## src/rtl/ioctl_pack_loader_if.sv

```systemverilog
// ioctl_pack_loader_if
//   Bundles the hps_io ioctl byte stream and the memory write port of
//   ioctl_pack_loader.
//   master : the hps_io / memory environment side (drives ioctl_*, mem_ack)
//   slave  : the loader side (drives ioctl_wait, mem_req/addr/din/be)
// Signals:
//   ioctl_download, ioctl_index[15:0], ioctl_wr, ioctl_addr[24:0],
//   ioctl_dout[7:0], ioctl_wait, mem_req, mem_ack, mem_addr[ADDR_W-1:0],
//   mem_din[DATA_W-1:0], mem_be[DATA_W/8-1:0]
interface ioctl_pack_loader_if #(
  parameter int ADDR_W = 22,
  parameter int DATA_W = 16
);
  logic                  ioctl_download;
  logic [15:0]           ioctl_index;
  logic                  ioctl_wr;
  logic [24:0]           ioctl_addr;
  logic [7:0]            ioctl_dout;
  logic                  ioctl_wait;
  logic                  mem_req;
  logic                  mem_ack;
  logic [ADDR_W-1:0]     mem_addr;
  logic [DATA_W-1:0]     mem_din;
  logic [DATA_W/8-1:0]   mem_be;

  modport master (
    output ioctl_download, ioctl_index, ioctl_wr, ioctl_addr, ioctl_dout, mem_ack,
    input  ioctl_wait, mem_req, mem_addr, mem_din, mem_be
  );

  modport slave (
    input  ioctl_download, ioctl_index, ioctl_wr, ioctl_addr, ioctl_dout, mem_ack,
    output ioctl_wait, mem_req, mem_addr, mem_din, mem_be
  );
endinterface

```

## src/rtl/ioctl_pack_loader.sv

```systemverilog
// ioctl_pack_loader
//   HPS download engine: accepts the ioctl byte stream for one ioctl_index,
//   packs bytes little-endian into DATA_W-bit words with byte enables, queues
//   them in a word FIFO and writes them to memory over a req/ack handshake.
//   A trailing partial word is flushed when the download ends.
// Ports:
//   clk_sys  - system clock
//   reset_n  - synchronous active-low reset
//   bus      - ioctl_pack_loader_if.slave (ioctl stream in, memory write out)
//   busy     - download accepted and not yet fully written
//   done     - one-cycle pulse after the final write is acknowledged
//   cksum    - 16-bit running byte sum (only with IOCTL_PACK_LOADER_CKSUM_EN)
// Optional feature macro: IOCTL_PACK_LOADER_CKSUM_EN
module ioctl_pack_loader #(
  parameter int ADDR_W      = 22,
  parameter int DATA_W      = 16,
  parameter int FIFO_DEPTH  = 8,
  parameter int INDEX_MATCH = 0,
  parameter int BASE_ADDR   = 0
) (
  input  logic               clk_sys,
  input  logic               reset_n,
  ioctl_pack_loader_if.slave bus,
  output logic               busy,
  output logic               done
`ifdef IOCTL_PACK_LOADER_CKSUM_EN
  ,
  output logic [15:0]        cksum
`endif
);
  localparam int B  = DATA_W / 8;
  localparam int LW = (B > 1) ? $clog2(B) : 1;
  localparam int PW = $clog2(FIFO_DEPTH);
  localparam int CW = PW + 1;

  typedef enum logic [1:0] {IDLE, LOAD, FLUSH, DRAIN} state_t;

  state_t            state_q, state_d;
  logic              done_q, done_d;

  logic [ADDR_W-1:0] pk_addr_q, pk_addr_d;
  logic [DATA_W-1:0] pk_data_q, pk_data_d;
  logic [B-1:0]      pk_be_q, pk_be_d;

  logic              skid_vld_q, skid_vld_d;
  logic [24:0]       skid_addr_q, skid_addr_d;
  logic [7:0]        skid_dout_q, skid_dout_d;

  logic [ADDR_W-1:0] f_addr [FIFO_DEPTH];
  logic [DATA_W-1:0] f_data [FIFO_DEPTH];
  logic [B-1:0]      f_be   [FIFO_DEPTH];
  logic [PW-1:0]     wp_q, rp_q;
  logic [CW-1:0]     cnt_q, cnt_d;

  logic              mem_req_q, mem_req_d;
  logic [ADDR_W-1:0] mem_addr_q, mem_addr_d;
  logic [DATA_W-1:0] mem_din_q, mem_din_d;
  logic [B-1:0]      mem_be_q, mem_be_d;

  logic              wr_take, src_vld, pk_open, fifo_full, jump, last;
  logic [24:0]       src_addr;
  logic [7:0]        src_dout;
  logic [LW-1:0]     src_lane;
  logic [ADDR_W-1:0] src_waddr;
  logic [B-1:0]      lane_be;
  logic [DATA_W-1:0] lane_data, lane_mask, pk_base;
  logic              push, pop, consumed, flush_push;
  logic [ADDR_W-1:0] push_addr;
  logic [DATA_W-1:0] push_data;
  logic [B-1:0]      push_be;
  logic              unused_idx;

  assign unused_idx = ^bus.ioctl_index[15:8];

  // Byte source: a byte parked in the skid has priority over a new strobe.
  assign wr_take   = bus.ioctl_wr && (state_q == LOAD);
  assign src_vld   = skid_vld_q || wr_take;
  assign src_addr  = skid_vld_q ? skid_addr_q : bus.ioctl_addr;
  assign src_dout  = skid_vld_q ? skid_dout_q : bus.ioctl_dout;
  assign src_lane  = LW'(32'(src_addr) % 32'(B));
  assign src_waddr = ADDR_W'(32'(BASE_ADDR) + 32'(src_addr) / 32'(B));
  assign lane_be   = B'(1) << src_lane;
  assign lane_data = DATA_W'(src_dout) << {src_lane, 3'b000};
  assign lane_mask = DATA_W'(8'hFF) << {src_lane, 3'b000};
  assign pk_open   = |pk_be_q;
  assign pk_base   = pk_open ? pk_data_q : '0;
  assign fifo_full = (cnt_q == CW'(FIFO_DEPTH));
  assign jump      = pk_open && (src_waddr != pk_addr_q);
  assign last      = (src_lane == LW'(B - 1));
  assign pop       = mem_req_q && bus.mem_ack;

  // Packer / commit. A jump whose byte also lands on the top lane needs two
  // pushes; the held word goes first and the byte stays in the skid for the
  // next cycle.
  always_comb begin
    pk_addr_d  = pk_addr_q;
    pk_data_d  = pk_data_q;
    pk_be_d    = pk_be_q;
    push       = 1'b0;
    push_addr  = pk_addr_q;
    push_data  = pk_data_q;
    push_be    = pk_be_q;
    consumed   = 1'b0;
    flush_push = 1'b0;
    if (src_vld) begin
      if (jump) begin
        if (!fifo_full) begin
          push     = 1'b1;
          consumed = !last;
          pk_addr_d = src_waddr;
          pk_data_d = last ? '0 : lane_data;
          pk_be_d   = last ? '0 : lane_be;
        end
      end else if (last) begin
        if (!fifo_full) begin
          push      = 1'b1;
          consumed  = 1'b1;
          push_addr = src_waddr;
          push_data = (pk_base & ~lane_mask) | lane_data;
          push_be   = pk_be_q | lane_be;
          pk_data_d = '0;
          pk_be_d   = '0;
        end
      end else begin
        consumed  = 1'b1;
        pk_addr_d = src_waddr;
        pk_data_d = (pk_base & ~lane_mask) | lane_data;
        pk_be_d   = pk_be_q | lane_be;
      end
    end else if (state_q == FLUSH && pk_open && !fifo_full) begin
      push       = 1'b1;
      flush_push = 1'b1;
      pk_data_d  = '0;
      pk_be_d    = '0;
    end
  end

  // Skid: captures a strobe that cannot be consumed this cycle. Only one
  // byte can wait; ioctl_wait is raised while it is occupied.
  always_comb begin
    skid_vld_d  = skid_vld_q;
    skid_addr_d = skid_addr_q;
    skid_dout_d = skid_dout_q;
    if (skid_vld_q && consumed) skid_vld_d = 1'b0;
    if (wr_take && (skid_vld_q ? consumed : !consumed)) begin
      skid_vld_d  = 1'b1;
      skid_addr_d = bus.ioctl_addr;
      skid_dout_d = bus.ioctl_dout;
    end
  end

  assign cnt_d = cnt_q + CW'(push) - CW'(pop);

  // Memory side: the head is latched into the output registers when idle and
  // held there until the ack pops it.
  always_comb begin
    mem_req_d  = mem_req_q;
    mem_addr_d = mem_addr_q;
    mem_din_d  = mem_din_q;
    mem_be_d   = mem_be_q;
    if (pop) begin
      mem_req_d = 1'b0;
    end else if (!mem_req_q && cnt_q != '0) begin
      mem_req_d  = 1'b1;
      mem_addr_d = f_addr[rp_q];
      mem_din_d  = f_data[rp_q];
      mem_be_d   = f_be[rp_q];
    end
  end

  // FSM state register
  always_ff @(posedge clk_sys) begin
    if (!reset_n) begin
      state_q <= IDLE;
      done_q  <= 1'b0;
    end else begin
      state_q <= state_d;
      done_q  <= done_d;
    end
  end

  // FSM next state
  always_comb begin
    state_d = state_q;
    done_d  = 1'b0;
    case (state_q)
      IDLE:  if (bus.ioctl_download && bus.ioctl_index[7:0] == 8'(INDEX_MATCH)) state_d = LOAD;
      LOAD:  if (!bus.ioctl_download) state_d = FLUSH;
      FLUSH: if (!skid_vld_q && (!pk_open || flush_push)) state_d = DRAIN;
      DRAIN: if (cnt_d == '0) begin
               state_d = IDLE;
               done_d  = 1'b1;
             end
      default: state_d = IDLE;
    endcase
  end

  // FSM outputs
  always_comb begin
    busy           = (state_q != IDLE);
    done           = done_q;
    bus.ioctl_wait = (cnt_q >= CW'(FIFO_DEPTH - 1)) || skid_vld_q;
    bus.mem_req    = mem_req_q;
    bus.mem_addr   = mem_addr_q;
    bus.mem_din    = mem_din_q;
    bus.mem_be     = mem_be_q;
  end

  always_ff @(posedge clk_sys) begin
    if (!reset_n) begin
      pk_be_q    <= '0;
      skid_vld_q <= 1'b0;
      wp_q       <= '0;
      rp_q       <= '0;
      cnt_q      <= '0;
      mem_req_q  <= 1'b0;
      mem_addr_q <= '0;
      mem_din_q  <= '0;
      mem_be_q   <= '0;
    end else begin
      pk_be_q    <= pk_be_d;
      skid_vld_q <= skid_vld_d;
      wp_q       <= wp_q + PW'(push);
      rp_q       <= rp_q + PW'(pop);
      cnt_q      <= cnt_d;
      mem_req_q  <= mem_req_d;
      mem_addr_q <= mem_addr_d;
      mem_din_q  <= mem_din_d;
      mem_be_q   <= mem_be_d;
    end
  end

  always_ff @(posedge clk_sys) begin
    pk_addr_q   <= pk_addr_d;
    pk_data_q   <= pk_data_d;
    skid_addr_q <= skid_addr_d;
    skid_dout_q <= skid_dout_d;
    if (push) begin
      f_addr[wp_q] <= push_addr;
      f_data[wp_q] <= push_data;
      f_be[wp_q]   <= push_be;
    end
  end

`ifdef IOCTL_PACK_LOADER_CKSUM_EN
  logic [15:0] cks_q;
  always_ff @(posedge clk_sys) begin
    if (!reset_n)                                cks_q <= '0;
    else if (state_q == IDLE && state_d == LOAD) cks_q <= '0;
    else if (wr_take)                            cks_q <= cks_q + 16'(bus.ioctl_dout);
  end
  assign cksum = cks_q;
`endif
endmodule

```

## src/flat_wrapper.sv

```systemverilog
// flat-port wrapper written by rule: the top's interface ports become plain ports
module ioctl_pack_loader_flat 
#(
  parameter int ADDR_W      = 22,
  parameter int DATA_W      = 16,
  parameter int FIFO_DEPTH  = 8,
  parameter int INDEX_MATCH = 0,
  parameter int BASE_ADDR   = 0
)
  (clk_sys, reset_n, busy, done, bus_ioctl_download, bus_ioctl_index, bus_ioctl_wr, bus_ioctl_addr, bus_ioctl_dout, bus_mem_ack, bus_ioctl_wait, bus_mem_req, bus_mem_addr, bus_mem_din, bus_mem_be);
  ioctl_pack_loader_if #(.ADDR_W(ADDR_W), .DATA_W(DATA_W)) bus_i ();
  input  logic clk_sys;
  input  logic reset_n;
  output logic busy;
  output logic done;
  input wire logic [$bits(bus_i.ioctl_download)-1:0] bus_ioctl_download;
  input wire logic [$bits(bus_i.ioctl_index)-1:0] bus_ioctl_index;
  input wire logic [$bits(bus_i.ioctl_wr)-1:0] bus_ioctl_wr;
  input wire logic [$bits(bus_i.ioctl_addr)-1:0] bus_ioctl_addr;
  input wire logic [$bits(bus_i.ioctl_dout)-1:0] bus_ioctl_dout;
  input wire logic [$bits(bus_i.mem_ack)-1:0] bus_mem_ack;
  output wire logic [$bits(bus_i.ioctl_wait)-1:0] bus_ioctl_wait;
  output wire logic [$bits(bus_i.mem_req)-1:0] bus_mem_req;
  output wire logic [$bits(bus_i.mem_addr)-1:0] bus_mem_addr;
  output wire logic [$bits(bus_i.mem_din)-1:0] bus_mem_din;
  output wire logic [$bits(bus_i.mem_be)-1:0] bus_mem_be;
  assign bus_i.ioctl_download = bus_ioctl_download;
  assign bus_i.ioctl_index = bus_ioctl_index;
  assign bus_i.ioctl_wr = bus_ioctl_wr;
  assign bus_i.ioctl_addr = bus_ioctl_addr;
  assign bus_i.ioctl_dout = bus_ioctl_dout;
  assign bus_i.mem_ack = bus_mem_ack;
  assign bus_ioctl_wait = bus_i.ioctl_wait;
  assign bus_mem_req = bus_i.mem_req;
  assign bus_mem_addr = bus_i.mem_addr;
  assign bus_mem_din = bus_i.mem_din;
  assign bus_mem_be = bus_i.mem_be;
  ioctl_pack_loader #(.ADDR_W(ADDR_W), .DATA_W(DATA_W), .FIFO_DEPTH(FIFO_DEPTH), .INDEX_MATCH(INDEX_MATCH), .BASE_ADDR(BASE_ADDR)) u_core (.clk_sys(clk_sys), .reset_n(reset_n), .bus(bus_i), .busy(busy), .done(done));
endmodule
```

## config.mk

```make
export PLATFORM = sky130hd
export DESIGN_NAME = ioctl_pack_loader_flat
export DESIGN_NICKNAME = d
export VERILOG_FILES = /design/src/rtl/ioctl_pack_loader_if.sv /design/src/rtl/ioctl_pack_loader.sv /design/src/flat_wrapper.sv
export SDC_FILE = /design/constraint.sdc
export NUM_CORES = 1
export LEC_CHECK = 0
export BUFFER_PORTS_ARGS = -buffer_cell sky130_fd_sc_hd__buf_2
export CORE_MARGIN = 3
export CORE_UTILIZATION = 60
export DETAILED_ROUTE_END_ITERATION = 16
export HOLD_SLACK_MARGIN = 0.08
export PLACE_DENSITY = 0.89
export SYNTH_ARGS = -nofsm -noshare
export SYNTH_HDL_FRONTEND = slang
export SYNTH_SLANG_ARGS = --single-unit
```

## constraint.sdc

```tcl
create_clock -name clk_sys -period 13 [get_ports clk_sys]
set_clock_uncertainty 0.15 [all_clocks]
set_input_delay 3.25 -clock clk_sys [delete_from_list [all_inputs] [get_ports clk_sys]]
set_output_delay 3.25 -clock clk_sys [all_outputs]
set_load 0.05 [all_outputs]
```

Word-level counts from Yosys, hierarchy flattened
Memory sizes are Yosys's and may differ from the RTL's. A register that Yosys moved wholly into a read port is not among the register bits.
Index checks and enable logic that the tools add are counted.
{ "op_classes": {"addsub": 4, "n_lt_le_gt_ge": 1, "eq_ne": 12, "n_shift": 3, "mux": 52, "bitwise_logic": 6, "n_reduce_logical": 36} }
{ "op_table": {"columns": ["cell", "count"], "rows": [
  ["16-bit 2-to-1 mux", 12],
  ["22-bit 2-to-1 mux", 6],
  ["2-bit 2-to-1 mux", 15],
  ["23-bit 2-to-1 mux", 1],
  ["22-bit inequality test", 1],
  ["16-bit AND", 1],
  ["1-bit 2-to-1 mux", 16],
  ["16-bit inverter", 1],
  ["16-bit OR", 1],
  ["8-bit by 4-bit << shifter with 16-bit output", 1],
  ["8-bit by 4-bit << shifter with 16-bit output, first input constant", 1],
  ["1-bit logical AND", 10],
  ["1-bit zero test", 9],
  ["8-bit zero test", 1],
  ["8-bit 2-to-1 mux", 1],
  ["2-bit case mux with 4 select lines", 1],
  ["3-bit by 1-bit adder with 3-bit output", 2],
  ["2-bit by 1-bit inequality test with 1-bit output, second input constant", 3],
  ["3-bit inequality test, second input constant", 2],
  ["2-bit AND reduction", 3],
  ["2-bit nonzero test", 3],
  ["4-bit by 1-bit adder with 4-bit output", 1],
  ["2-bit == test, second input constant", 2],
  ["4-bit == test, second input constant", 1],
  ["14 further kinds", 19]
]} }
{ "word_totals": {"ff_bits": 86, "ramBits": 320, "n_memories": 3} }
{ "mem_list": {"columns": ["name", "depth", "width", "read_ports", "rd_ports_with_merged_regs", "wr", "line", "source"], "rows": [
  ["u_core.f_addr", 8, 22, 1, 1, 1, "ioctl_pack_loader.sv:49", "logic [ADDR_W-1:0] f_addr [FIFO_DEPTH];"],
  ["u_core.f_data", 8, 16, 1, 1, 1, "ioctl_pack_loader.sv:50", "logic [DATA_W-1:0] f_data [FIFO_DEPTH];"],
  ["u_core.f_be", 8, 2, 1, 1, 1, "ioctl_pack_loader.sv:51", "logic [B-1:0] f_be [FIFO_DEPTH];"]
]} }

Depth between registers and ports, before layout
{ "logic_depth": {"depth_word": 10, "ltp_mapped": 17} }

Worst setup path after synthesis
No wires, ideal clock.
{ "synth_timing": {"kind": "input-to-reg", "start": "input port bus_ioctl_addr[22]", "end": "memory u_core.f_addr[1][0], enable pin", "arrival_ns": 6.965, "t_required_ns": 12.363, "setup_slack_ns": 5.398, "stages": 7, "n_path_buf": 1, "cell_sequence": "mux2i_1 -> xnor2_1 -> nand4_1 -> or2_2 -> buf_2 -> o311ai_2 -> nor3_1"} }
{ "synth_via": {"elab_chain_cells": 7} }
{ "synth_rtl": {"columns": ["item", "line", "source"], "rows": [
  ["from (decl)", "flat_wrapper.sv:19", "input wire logic [$bits(bus_i.ioctl_addr)-1:0] bus_ioctl_addr;"],
  ["23-bit 2-to-1 mux", "ioctl_pack_loader.sv:78", "assign src_addr = skid_vld_q ? skid_addr_q : bus.ioctl_addr;"],
  ["22-bit inequality test", "ioctl_pack_loader.sv:88", "assign jump = pk_open && (src_waddr != pk_addr_q);"],
  ["1-bit logical AND", "ioctl_pack_loader.sv:88", null],
  ["1-bit 2-to-1 mux", "ioctl_pack_loader.sv:106", "if (jump) begin"],
  ["1-bit 2-to-1 mux", "ioctl_pack_loader.sv:105", "if (src_vld) begin"],
  ["1-bit 2-to-1 mux", "ioctl_pack_loader.sv:238", "if (push) begin"],
  ["1-bit 2-to-1 mux (implied by the code)", "ioctl_pack_loader.sv:239", "f_addr[wp_q] <= push_addr;"],
  ["to (decl)", "ioctl_pack_loader.sv:49", null]
]} }
Every way passes these cells.

Worst setup path in the final report
{ "layout_timing": {"start": "input port bus_ioctl_addr[18]", "end": "register u_core.state_q[0]"} }
{ "layout_via": {"elab_chain_cells": 10} }
{ "layout_rtl": {"columns": ["item", "line", "source"], "rows": [
  ["23-bit 2-to-1 mux", "ioctl_pack_loader.sv:78", null],
  ["22-bit inequality test", "ioctl_pack_loader.sv:88", null],
  ["1-bit logical AND", "ioctl_pack_loader.sv:88", null],
  ["1-bit 2-to-1 mux", "ioctl_pack_loader.sv:106", null],
  ["1-bit 2-to-1 mux", "ioctl_pack_loader.sv:105", null],
  ["4-bit by 1-bit adder with 4-bit output", "ioctl_pack_loader.sv:152", "assign cnt_d = cnt_q + CW'(push) - CW'(pop);"],
  ["4-bit by 1-bit subtractor with 4-bit output", "ioctl_pack_loader.sv:152", null],
  ["4-bit zero test", "ioctl_pack_loader.sv:190", "DRAIN: if (cnt_d == '0) begin"],
  ["2-bit by 1-bit inequality test with 1-bit output (no line)", null, null],
  ["4-bit AND reduction (no line)", null, null],
  ["to (signal assigned)", "ioctl_pack_loader.sv:177", "state_q <= state_d;"],
  ["to (decl)", "ioctl_pack_loader.sv:38", "state_t state_q, state_d;"]
]} }
Every way passes these cells.
A chain may end at the register's enable or synchronous reset.

==> results.json <==
{
  "multiInputGateArea_um2": 5578,
  "placed_area_um2": 19650,
  "cp_slowest_cell": "or2_2",
  "setup_viol": 0,
  "syn_inst": 1152,
  "path_clk_slew_ns": 0.06,
  "port_buffers": 87,
  "tns_ns": 0,
  "critPathCaptureType": "flip-flop",
  "finalHoldViolCount": 0,
  "antenna_cells": 0,
  "clock_path_buffers": 3,
  "avgRoutedWirePerCell_um": 24.48,
  "synth-compound-area-share_pct": 4.135,
  "detail_route.vias_per_cell": 6.520,
  "fin_crit_sh_pct": 51.66,
  "cpPeakStageDelay_ns": 0.64,
  "post_cts_resized": 0,
  "final_design_area_no_fill_um2": 20980,
  "synthArstFlopShare_pct": 0,
  "std_cell_rows": 64,
  "yosys.area_share.adder_pct": 1.237,
  "grt_pass1_vias": 10860,
  "fmax_mhz": 148.9,
  "cts.sinks": 446,
  "grt_setup_unrepaired": "no",
  "seqCellArea_um2": 12830,
  "antenna_found_initial": 0,
  "slew_violations": 0,
  "period_minus_slack_ns": 6.716,
  "die_area_um2": 33530,
  "ys_seq_area_share_pct": 68.13,
  "antenna_left": 0,
  "start_util_pct": 61.20,
  "core_um2": 30750,
  "postCtsSetupRepairBufs": 0,
  "critPathArrivalTime_ns": 7.02,
  "pin_count": 98,
  "power.leakage_nw": 7.183,
  "cp_cell_sequence": "buf_2, mux2i_1, xnor2_1, nand4_1, or2_2, nor3_2, nor2_1, ha_1, a21o_1, a21oi_1, xnor2_1, nand4b_1, a21oi_1, mux2i_1",
  "status": "completed",
  "powerDensity_nw_per_um2": 180.0,
  "hold_class": "reg -> reg",
  "drtIter0Drc": 1327,
  "syn_area_um2": 18820,
  "drt_first_pass_iters": 5,
  "synth_simple_gate_area_share_pct": 6.196,
  "required_ns": 13.31,
  "hold_buffers": 0,
  "fp.dieH_um": 183.1,
  "grt_overflow": 0,
  "synthFlopType": "edfxtp_1",
  "fillers": 1965,
  "worst_pin_slew_ns": 1.052,
  "synth_edf_count": 389,
  "die_x_um": 183.1,
  "dp.final_hpwl_um": 23500,
  "synth_fp_nets": 1224,
  "clk_latency_ns": 0.54,
  "cts_root_buf": "clkbuf_16",
  "critPathTopFamily": "simple AND/OR/NAND/NOR gates",
  "track_usage_pct": 24.36,
  "grt_max_degree": 92,
  "cp_num_buf_inv": 1,
  "cts-buffers-inserted": 42,
  "nets": 1300,
  "synth.avg_cell_area_um2": 16.34,
  "synth.area.mux_share_pct": 16.41,
  "place.gp.congestion": 0.8066,
  "grt_pass1_wl_um": 63050,
  "peakVddDrop_uv": 148.3,
  "drc": 0,
  "synth-xor-area-share_pct": 1.210,
  "path_class": "in -> reg",
  "htree_levels": 2,
  "cts_tree": "done",
  "wl_um": 40560,
  "vias": 10800,
  "synth_top_family_by_area": "multiplexers",
  "relSlewSlack_pct": 29.52,
  "ys.warnings.count": 0,
  "syn_to_final_growth_pct": 11.49,
  "layout-drive-gt1-share_pct": 22.36,
  "crit_fanout": 37,
  "synth_cell_types": 47,
  "cap_violations": 0,
  "yosys_register_bits": 446,
  "start_kind": "input port"
}
cell type report:
cell class                 count  share of cell area, %
clock inverter                17                 0.6321
sequential                   446                  61.16
clock buffer                  60                  5.719
timing repair buffer         109                  2.862
tap                          396                  2.361
inverter                      38                 0.6798
multi-input combinational    591                  26.58
power breakdown:
part	switching, mW	total (mW)	internal, mW
combinational	0.583	0.834	0.250
clock	0.507	1.19	0.682
sequential	0.0645	1.75	1.69
total	1.16	3.78	2.62
path summary, 6_finish.rpt:
check,start,to,slack [ns],cells after the start
setup / recovery,bus_ioctl_addr[18],u_core.state_q[0],6.28,14
hold / removal,u_core.bus.mem_addr[2],u_core.bus.mem_addr[2],0.34,2
setup reg to reg,u_core.skid_vld_q,u_core.state_q[0],8.14,14
hold reg to reg,u_core.bus.mem_addr[2],u_core.bus.mem_addr[2],0.34,2
tightest hold or removal path, cell delays in order (launching register included):
cell	delay, ns
dfxtp_1	0.30
nor2_1	0.09
a211oi_1	0.05
state kept, by name (all words and copies together) (netlist names):
register,cells
u_core.wp_q,3
u_core.f_be,16
u_core.bus.mem_be,2
u_core.done,1
u_core.pk_addr_q,22
u_core.pk_be_q,2
u_core.f_data,128
u_core.bus.mem_req,1
u_core.rp_q,3
u_core.skid_vld_q,1
u_core.skid_addr_q,23
u_core.cnt_q,4
u_core.f_addr,176
u_core.skid_dout_q,8
u_core.pk_data_q,16
u_core.bus.mem_din,16
u_core.bus.mem_addr,22
u_core.state_q,2
cells in the final DEF, fill, tap and decap left out, types with 9 or more instances in the layout:
master	count
nor2_1	84
clkbuf_1	11
and3_1	9
nor3_1	31
buf_2	87
nand2_1	42
xnor2_1	25
inv_1	37
mux2i_2	9
dfxtp_1	53
mux4_2	80
ha_1	17
mux2i_1	115
a211oi_1	41
nor4_1	34
a221oi_1	30
and2_1	14
clkbuf_16	43
edfxtp_1	389
buf_4	22
metal layers:
layer | global-route usage (%) | up-vias | part of all wire, %
li1 | - | 4676 | -
met1 | 34.37 | 5439 | 40
met2 | 39.65 | 591 | 49
met3 | 4.106 | 97 | 8.5
met4 | 7.922 | 0 | 2.9
met5 | 0 | - | 0
metrics by stage:
step | power (mW) | util (%) | std cells | worst slack [ns] | hold slack [ns]
CTS | 3.790 | 68.23 | 1657 | 6.355 | 0.3478
global route | 3.916 | 68.23 | 1657 | 5.988 | 0.3702
floorplan | 2.403 | - | 1152 | 5.398 | 0.3177
global placement | 2.571 | 63.90 | 1580 | 5.975 | 0.3354
finish | 3.776 | 68.23 | 1657 | 6.284 | 0.3430
detailed placement | 2.611 | 63.90 | 1580 | 5.875 | 0.3397
synth_stat cells, types with 2 or more instances:
library cell  instances  share of area, %
o21ai_0               5              0.13
buf_1                 9              0.18
mux2i_1             115               6.1
buf_12                2              0.21
edfxtp_1            389                62
buf_2                 8              0.21
and2_1               14              0.47
nor4_1               34               1.1
ha_1                 17               1.1
a21oi_1               8              0.21
a221oi_1             30               1.4
or2_2                 3              0.10
inv_1                38              0.76
xnor2_1              25               1.2
mux4_2               80               9.6
a211oi_1             41               1.6
nor3_1               33              0.88
nand4_1               3              0.10
nand2b_1              3              0.10
dfxtp_1              57               6.1
buf_6                 2              0.12
nor2b_1               8              0.27
and3_1                9              0.30
nor2_1               91               1.8
mux2i_2               9              0.66
o311ai_2              2              0.17
nand2_1              43              0.86
clkbuf_1             54               1.1
nand4b_1              2             0.093
cell families after synthesis:
group / count (synthesis)
compound gates: 97
simple gates: 245
xor+xnor: 26
buf+inv: 115
mux: 205
fa+ha+maj: 18
flops: 446
Note: power is estimated with default switching activity, not from simulation.
